`src/rtl/vga_scan_engine.sv`:
```
// Parametrised VGA scan-out engine: four-segment H/V timing, replicated framebuffer
// addressing with a page-flipped base, and sync/DE delay-matched to the framebuffer read latency.
module vga_scan_engine #(
  parameter int H_ACTIVE     = 640,
  parameter int H_FP         = 16,
  parameter int H_PW         = 96,
  parameter int H_BP         = 48,
  parameter int V_ACTIVE     = 480,
  parameter int V_FP         = 10,
  parameter int V_PW         = 2,
  parameter int V_BP         = 29,
  parameter bit HSYNC_POL    = 1'b0,
  parameter bit VSYNC_POL    = 1'b0,
  parameter int SCALE        = 4,
  parameter int PIX_WIDTH    = 12,
  parameter int VGABIT_WIDTH = 4,
  parameter int ADDR_WIDTH   = 16,
  parameter int FB_LATENCY   = 1
) (
  input  logic                    pix_clk,
  input  logic                    RST_X,
  input  logic                    en,
  input  logic [ADDR_WIDTH-1:0]   cfg_base,
  input  logic                    cfg_base_we,
  input  logic [PIX_WIDTH-1:0]    border,
  output logic [ADDR_WIDTH-1:0]   fb_addr,
  input  logic [PIX_WIDTH-1:0]    fb_rdata,
  output logic                    VGA_H_SYNC,
  output logic                    VGA_V_SYNC,
  output logic [VGABIT_WIDTH-1:0] VGA_RED,
  output logic [VGABIT_WIDTH-1:0] VGA_GREEN,
  output logic [VGABIT_WIDTH-1:0] VGA_BLUE,
  output logic                    VGA_DE,
  output logic                    frame_start,
  output logic                    flip_done
);

  localparam int H_TOTAL = H_ACTIVE + H_FP + H_PW + H_BP;
  localparam int V_TOTAL = V_ACTIVE + V_FP + V_PW + V_BP;
  localparam int HW      = $clog2(H_TOTAL + 1);
  localparam int VW      = $clog2(V_TOTAL + 1);
  localparam int XN      = H_ACTIVE / SCALE;
  localparam int YN      = V_ACTIVE / SCALE;
  localparam int XW      = $clog2(XN + 1);
  localparam int YW      = $clog2(YN + 1);
  localparam int SW      = $clog2(SCALE + 1);
  localparam int CH_W    = PIX_WIDTH / 3;

  localparam logic [HW-1:0] H_LAST   = HW'(H_TOTAL - 1);
  localparam logic [HW-1:0] H_ACT    = HW'(H_ACTIVE);
  localparam logic [HW-1:0] H_ALAST  = HW'(H_ACTIVE - 1);
  localparam logic [HW-1:0] HS_BEG   = HW'(H_ACTIVE + H_FP);
  localparam logic [HW-1:0] HS_END   = HW'(H_ACTIVE + H_FP + H_PW);
  localparam logic [VW-1:0] V_LAST   = VW'(V_TOTAL - 1);
  localparam logic [VW-1:0] V_ACT    = VW'(V_ACTIVE);
  localparam logic [VW-1:0] VS_BEG   = VW'(V_ACTIVE + V_FP);
  localparam logic [VW-1:0] VS_END   = VW'(V_ACTIVE + V_FP + V_PW);
  localparam logic [SW-1:0] S_LAST   = SW'(SCALE - 1);
  localparam logic [ADDR_WIDTH-1:0] LINE_W = ADDR_WIDTH'(XN);

  // Top VGABIT_WIDTH bits of each colour channel, red in the MSBs.
  function automatic logic [3*VGABIT_WIDTH-1:0] to_rgb(input logic [PIX_WIDTH-1:0] p);
    to_rgb = {p[3*CH_W-1 -: VGABIT_WIDTH], p[2*CH_W-1 -: VGABIT_WIDTH], p[CH_W-1 -: VGABIT_WIDTH]};
  endfunction

  logic [HW-1:0]         h_cnt;
  logic [VW-1:0]         v_cnt;
  logic [XW-1:0]         x;
  logic [YW-1:0]         y;
  logic [SW-1:0]         xwait;
  logic [SW-1:0]         ywait;
  logic [ADDR_WIDTH-1:0] active_base;
  logic [ADDR_WIDTH-1:0] pend_base;
  logic                  pending;

  // Stage 0: raster position decode
  logic act_p0, hs_p0, vs_p0, fs_p0, flip_p0, line_end_p0, frame_end_p0;

  assign act_p0       = (h_cnt < H_ACT) && (v_cnt < V_ACT);
  assign hs_p0        = (h_cnt >= HS_BEG) && (h_cnt < HS_END);
  assign vs_p0        = (v_cnt >= VS_BEG) && (v_cnt < VS_END);
  assign fs_p0        = (h_cnt == '0) && (v_cnt == '0);
  assign flip_p0      = pending && (h_cnt == '0) && (v_cnt == V_ACT);
  assign line_end_p0  = act_p0 && (h_cnt == H_ALAST);
  assign frame_end_p0 = (h_cnt == H_LAST) && (v_cnt == V_LAST);
  assign flip_done    = flip_p0;

  always_ff @(posedge pix_clk) begin
    if (!RST_X) begin
      h_cnt <= '0;
      v_cnt <= '0;
    end else if (h_cnt == H_LAST) begin
      h_cnt <= '0;
      v_cnt <= (v_cnt == V_LAST) ? '0 : v_cnt + 1'b1;
    end else begin
      h_cnt <= h_cnt + 1'b1;
    end
  end

  always_ff @(posedge pix_clk) begin
    if (!RST_X) begin
      x     <= '0;
      xwait <= '0;
    end else if (line_end_p0) begin
      x     <= '0;
      xwait <= '0;
    end else if (act_p0) begin
      if (xwait == S_LAST) begin
        xwait <= '0;
        x     <= x + 1'b1;
      end else begin
        xwait <= xwait + 1'b1;
      end
    end
  end

  always_ff @(posedge pix_clk) begin
    if (!RST_X || frame_end_p0) begin
      y     <= '0;
      ywait <= '0;
    end else if (line_end_p0) begin
      if (ywait == S_LAST) begin
        ywait <= '0;
        y     <= y + 1'b1;
      end else begin
        ywait <= ywait + 1'b1;
      end
    end
  end

  // A write landing in the flip cycle becomes the next pending base.
  always_ff @(posedge pix_clk) begin
    if (!RST_X) begin
      active_base <= '0;
      pending     <= 1'b0;
    end else begin
      if (flip_p0) begin
        active_base <= pend_base;
        pending     <= 1'b0;
      end
      if (cfg_base_we) pending <= 1'b1;
    end
  end

  always_ff @(posedge pix_clk) begin
    if (cfg_base_we) pend_base <= cfg_base;
  end

  // Stage 1: registered address; flag delay line bit k is stage 1+k
  logic [FB_LATENCY:0] act_p1, hs_p1, vs_p1, fs_p1;

  always_ff @(posedge pix_clk) begin
    if (!RST_X) begin
      fb_addr <= '0;
      act_p1  <= '0;
      hs_p1   <= '0;
      vs_p1   <= '0;
      fs_p1   <= '0;
    end else begin
      fb_addr <= active_base + ADDR_WIDTH'(y) * LINE_W + ADDR_WIDTH'(x);
      act_p1  <= {act_p1[FB_LATENCY-1:0], act_p0};
      hs_p1   <= {hs_p1[FB_LATENCY-1:0], hs_p0};
      vs_p1   <= {vs_p1[FB_LATENCY-1:0], vs_p0};
      fs_p1   <= {fs_p1[FB_LATENCY-1:0], fs_p0};
    end
  end

  // Output stage: samples fb_rdata in the cycle it becomes valid
  logic [3*VGABIT_WIDTH-1:0] rgb_p2;

  always_ff @(posedge pix_clk) begin
    if (!RST_X) begin
      rgb_p2      <= '0;
      VGA_DE      <= 1'b0;
      frame_start <= 1'b0;
      VGA_H_SYNC  <= ~HSYNC_POL;
      VGA_V_SYNC  <= ~VSYNC_POL;
    end else begin
      VGA_DE      <= act_p1[FB_LATENCY];
      frame_start <= fs_p1[FB_LATENCY];
      VGA_H_SYNC  <= hs_p1[FB_LATENCY] ? HSYNC_POL : ~HSYNC_POL;
      VGA_V_SYNC  <= vs_p1[FB_LATENCY] ? VSYNC_POL : ~VSYNC_POL;
      if (!act_p1[FB_LATENCY]) rgb_p2 <= '0;
      else if (en)             rgb_p2 <= to_rgb(fb_rdata);
      else                     rgb_p2 <= to_rgb(border);
    end
  end

  assign VGA_RED   = rgb_p2[3*VGABIT_WIDTH-1 -: VGABIT_WIDTH];
  assign VGA_GREEN = rgb_p2[2*VGABIT_WIDTH-1 -: VGABIT_WIDTH];
  assign VGA_BLUE  = rgb_p2[VGABIT_WIDTH-1:0];

endmodule

```
`config.mk`:
```
export PLATFORM = sky130hd
export DESIGN_NAME = vga_scan_engine
export DESIGN_NICKNAME = d
export VERILOG_FILES = /design/src/rtl/vga_scan_engine.sv
export SDC_FILE = /design/constraint.sdc
export NUM_CORES = 1
export LEC_CHECK = 0
export ABC_CLOCK_PERIOD_IN_PS = 7600
export CORE_MARGIN = 10
export CORE_UTILIZATION = 58
export DETAILED_ROUTE_END_ITERATION = 7
export PLACE_DENSITY = 0.86
export SYNTH_ARGS = -nofsm -noshare
export SYNTH_HDL_FRONTEND = slang
export SYNTH_SLANG_ARGS = --single-unit
```
`constraint.sdc`:
```
create_clock -name pix_clk -period 7.6 [get_ports pix_clk]
set_input_delay 1.9 -clock pix_clk [delete_from_list [all_inputs] [get_ports pix_clk]]
set_output_delay 1.9 -clock pix_clk [all_outputs]
set_load 0.01 [all_outputs]
```
# --- Word level (Yosys, flattened, before mapping) ---
# Index checks and enable logic that the tools add are counted.
op_classes:
  n_addsub: 8
  mul: 1
  n_lt_le_gt_ge: 6
  eq_ne: 6
  mux: 8
  bitwise: 1
  reduce_logical: 18
op_table:
  columns: ["op", "count"]
  rows:
  - ["10-bit == test, second input constant", 3]
  - ["10-bit by 1-bit adder with 10-bit output, second input constant", 2]
  - ["10-bit logical NOT", 2]
  - ["10-bit less-than comparator, second input constant", 2]
  - ["10-bit by 9-bit less-than comparator with 1-bit output, second input constant", 2]
  - ["16-bit by 15-bit adder with 16-bit output", 1]
  - ["16-bit by 8-bit adder with 16-bit output", 1]
  - ["12-bit two-way mux", 1]
  - ["10-bit by 9-bit == test with 1-bit output, second input constant", 1]
  - ["10-bit >= comparator, second input constant", 1]
  - ["10-bit by 9-bit >= comparator with 1-bit output, second input constant", 1]
  - ["7-bit by 3-bit multiplier with 10-bit output, second input constant", 1]
  - ["10-bit two-way mux", 1]
  - ["8-bit by 1-bit adder with 8-bit output, second input constant", 1]
  - ["1-bit logical AND", 8]
  - ["7-bit by 1-bit adder with 7-bit output, second input constant", 1]
  - ["3-bit by 1-bit adder with 3-bit output, second input constant", 2]
  - ["3-bit by 2-bit == test with 1-bit output, second input constant", 2]
  - ["3-bit two-way mux", 2]
  - ["2-bit AND reduction", 3]
  - ["1-bit two-way mux", 4]
  - ["2-bit OR reduction", 2]
  - ["2-bit nonzero test", 1]
  - ["1-bit logical NOT", 1]
  - ["2 further kinds", 2]
totals:
  register_bits: 114
  inputBits: 44
  out_inout_bits: 33
  elab_cells: 67

# --- Longest topological paths before layout ---
depth:
  depth_word: 5
  depth_mapped: 15

# --- Worst setup path before layout ---
# Ideal clock, no wire load.
synth_timing:
  kind: "register to output"
  startpoint: "reg v_cnt[1]"
  endpoint: "out flip_done"
  arrival_ns: 1.344
  required_ns: 5.700
  setup_slack_ns: 4.356
  stages_incl_launch_ff: 6
  n_path_buf: 0
  cell_sequence: "dfxtp_1 -> inv_1 -> ha_1 -> nor4b_2 -> nand3_2 -> nor4_1"
synth_between:
  elab_chain_len: 2
synth_rtl:
  columns: ["item", "line", "rtl"]
  rows:
  - ["from (decl)", "67", "logic [VW-1:0] v_cnt;"]
  - ["from (signal assigned)", "94", "v_cnt <= (v_cnt == V_LAST) ? '0 : v_cnt + 1'b1;"]
  - ["10-bit by 9-bit == test with 1-bit output", "83", "assign flip_p0 = pending && (h_cnt == '0) && (v_cnt == V_ACT);"]
  - ["1-bit logical AND", "83", null]
  - ["to (decl)", "35", "output logic flip_done"]
# Every way passes these cells.

# --- Worst setup path in the final report ---
layout_timing:
  startpoint: "reg v_cnt[0]"
  endpoint: "out flip_done"
# The elaborated chain is that of the path after synthesis.

==> run_results.csv <==
group,metric,value,unit
die,fp.dieH,117,um
clock_tree,cts_resized,0,
drt,postRouteAntennaNets,0,
drt,drc,0,
drt,vias_per_cell,5.70,
global_routing,overflow,0,
clock_tree,cts_tree,"built",
cells_and_area,fin_area,6780,um^2
synth,yosysMostFrequentCell,"dfxtp_1",
critical_path,ff2ff_path_depth,14,
drt,drtIter0Drc,328,
clock_tree,clk_path_buf_depth,2,
sta,rsz0062_at_grt,"false",
pwr,power,1.48,mW
job,drv_cap,0,
synth,async_reset_ff_frac,0,
pwr,seq_power_share,0.427,
sta,fin_ws,3.20,ns
synth,synthCells,545,
die,rows,35,
clock_tree,h-tree-depth,4,
clock_tree,root_buffer,"clkbuf_8",
critical_path,cp-startpoint,"v_cnt[0]$_SDFFE_PN0N_",
sta,slew_headroom,0.442,
sta,setup-tns-final,0,ns
cells_and_area,drive_above_1_share,0.103,
synth,yosysTopAreaCell,"dfxtp_1",
placement,place_ws,3.39,ns
drt,post_drt_wl_per_cell,16.8,um
critical_path,timing.rr.end,"fb_addr[15]$_SDFF_PN0_",
drt,first_pass_iters,5,
sta,fin_crit,4.40,ns
critical_path,reg2reg_slack,3.91,ns
synth,synth_cell_types,56,
status,status,"completed",
worst_hold_path,hold_path_class,"flip-flop to flip-flop",
global_routing,grt_pass1_vias,4430,
pwr,clock_power_share,0.532,
die,io_pins,77,
cells_and_area,synthToLayoutAreaGrowth,25.4,%
cells_and_area,seq_area,2440,um^2
pwr,power.share.combinational,0.041,
synth,synth_nets,638,
cells_and_area,finalNetCount,714,
critical_path,crit_arrival,2.50,ns
pwr,vdd_drop_max,164,uV
synth,ys_warn_count,0,
synth,synth_top_area_frac,0.363,
clock_tree,cts.reportedPaths.clkPinSlew,0.05,ns
sta,post-route-period-util,0.579,
cells_and_area,multi_input_area,2780,um^2
die,initial_utilization,0.591,
synth,ys_top_cells_by_area,"dfxtp_1, ha_1, edfxtp_1",
cells_and_area,diodes,0,
critical_path,cp-end-kind,"output pin",
cells_and_area,nFillCells,617,
pwr,pwr_density_cell,219,nW/um^2
clock_tree,hold_buffers,0,
critical_path,critPathMaxFanout,5,
sta,setup_violations,0,
drt,vias,4244,
sta,hold_violations,0,
sta,drv_slew,0,
synth,synth_commonest_cells,"dfxtp_1, nor2_1, nand2_1",
critical_path,critPathRequiredTime,5.70,ns
sta,tightestPinTransition,0.832,ns
critical_path,cp-endpoint,"flip_done",
critical_path,path_class,"flip-flop to output pin",
synth,yosysSeqAreaShare,0.452,
clock_tree,post_cts_buffers,0,
placement,place_area,6190,um^2
synth,syn_area_per_cell,9.92,um^2
clock_tree,cts.sinks,114,
drt,drt_wl_total,12.5,mm
placement,dp_hpwl,8.61,mm
sta,fmax,227,MHz
critical_path,cp-start-kind,"flip-flop",
global_routing,antenna_found_initial,0,
clock_tree,numCtsBuffers,17,
synth,synth_top_flop_cell,"dfxtp_1",
global_routing,grt_pass1_wl,21.0,mm
synth,syn_area,5410,um^2
placement,portBuffers,76,
placement,gp_congestion,0.844,
pwr,p_int,1.18,mW
global_routing,grt_max_degree,38,
pwr,switching_share,0.207,
sta,fin_worst_skew,0.00790,ns
die,core_area,9150,um^2
critical_path,rr_startpoint,"y[2]$_SDFFE_PP0P_",
pwr,p_leak,2.73,nW
die,die_area,13600,um^2
global_routing,grt_usage,0.194,
clock_tree,clock_latency,0.51,ns
synth,synth-edff-count,16,
pwr,p_sw,0.307,mW
die,die_w,117,um
synth,synth_seq_cells,114,
-- placed cells by master, fill, tap and decap left out, types with 4 or more instances in the layout --
cell / n
dfxtp_1: 98
clkdlybuf4s50_1: 76
nor2_1: 60
nand2_1: 50
ha_1: 44
a21oi_1: 34
xnor2_1: 25
nand3_1: 20
inv_1: 19
xor2_1: 17
clkbuf_16: 16
edfxtp_1: 16
mux2i_1: 14
and2_1: 13
nand2_2: 10
a21oi_2: 10
nand4_1: 9
o21ai_0: 9
nor3_1: 8
and3_1: 7
nor4_1: 6
or3_1: 5
fa_1: 5
nor4b_2: 4
nor2b_1: 4
o21bai_1: 4
clkinv_2: 4
-- state kept, by name, indices dropped and copies added (netlist names), 2 cells and up --
register and flops:
pend_base 16, ywait 3, act_p1 2, active_base 16, xwait 3, v_cnt 10, fb_addr 16, hs_p1 2
rgb_p2 12, vs_p1 2, fs_p1 2, h_cnt 10, y 7, x 8
-- power by group through the flow --
| stage | Sequential, mW | Clock (mW) | Combinational [mW] |
|---|---|---|---|
| 4_1_cts | 0.633 | 0.792 | 0.0619 |
| 6_report | 0.633 | 0.788 | 0.0613 |
| 3_5_place_dp | 0.645 | 0 | 0.0611 |
| 5_1_grt | 0.634 | 0.824 | 0.0674 |
| 2_1_floorplan | 0.645 | 0 | 0.0256 |
| 3_3_place_gp | 0.644 | 0 | 0.0591 |
-- per-stage QoR --
step | util | instances | hold WS [ns]
global placement | 0.677 | 713 | 0.356
detailed placement | 0.677 | 713 | 0.369
finish | 0.741 | 745 | 0.377
CTS | 0.741 | 745 | 0.382
global route | 0.741 | 745 | 0.396
floorplan | - | 545 | 0.352
-- metal layers --
metal	wire length [um]	vias to the layer above	part of all wire	GRT usage
met3	1020	34	0.082	0.0637
met4	335	0	0.027	0.0815
met2	6000	171	0.48	0.337
met1	5180	1991	0.41	0.212
li1	-	2048	-	-
met5	0	-	0	0
-- layout make-up --
cell class,count,area share
clock buffer,22,0.0668
clock inverter,10,0.0197
inverter,20,0.0111
multi-input combinational,392,0.409
sequential,114,0.360
tap,111,0.0205
timing repair buffer,76,0.112
-- how the worst min path moves through the flow --
stage	startpoint	endpoint	slack, ns	cells after the start
6_report	hs_p1[1]$_SDFF_PN0_	VGA_H_SYNC$_SDFF_PN1_	0.38	1
5_1_grt	vs_p1[1]$_SDFF_PN0_	VGA_V_SYNC$_SDFF_PN1_	0.40	1
4_1_cts	hs_p1[1]$_SDFF_PN0_	VGA_H_SYNC$_SDFF_PN1_	0.38	1
3_5_place_dp	hs_p1[1]$_SDFF_PN0_	VGA_H_SYNC$_SDFF_PN1_	0.37	1
3_3_place_gp	hs_p1[1]$_SDFF_PN0_	VGA_H_SYNC$_SDFF_PN1_	0.36	1
2_1_floorplan	hs_p1[1]$_SDFF_PN0_	VGA_H_SYNC$_SDFF_PN1_	0.35	1
-- cells by family after synthesis --
kind of cell / synth area share
flops: 0.452
compound gates: 0.0939
xor+xnor: 0.0680
fa+ha+maj: 0.120
simple gates: 0.205
buf+inv: 0.0349
mux: 0.0259
-- worst max-delay path: stages, from the launching register on --
cell and delay [ns]:
dfxtp_1 0.37, inv_1 0.10, ha_1 0.18, nor4b_2 0.25, nand3_2 0.18, nor4_1 0.32, clkdlybuf4s50_1 0.60
No activity file was read; power rests on OpenSTA's default activity.
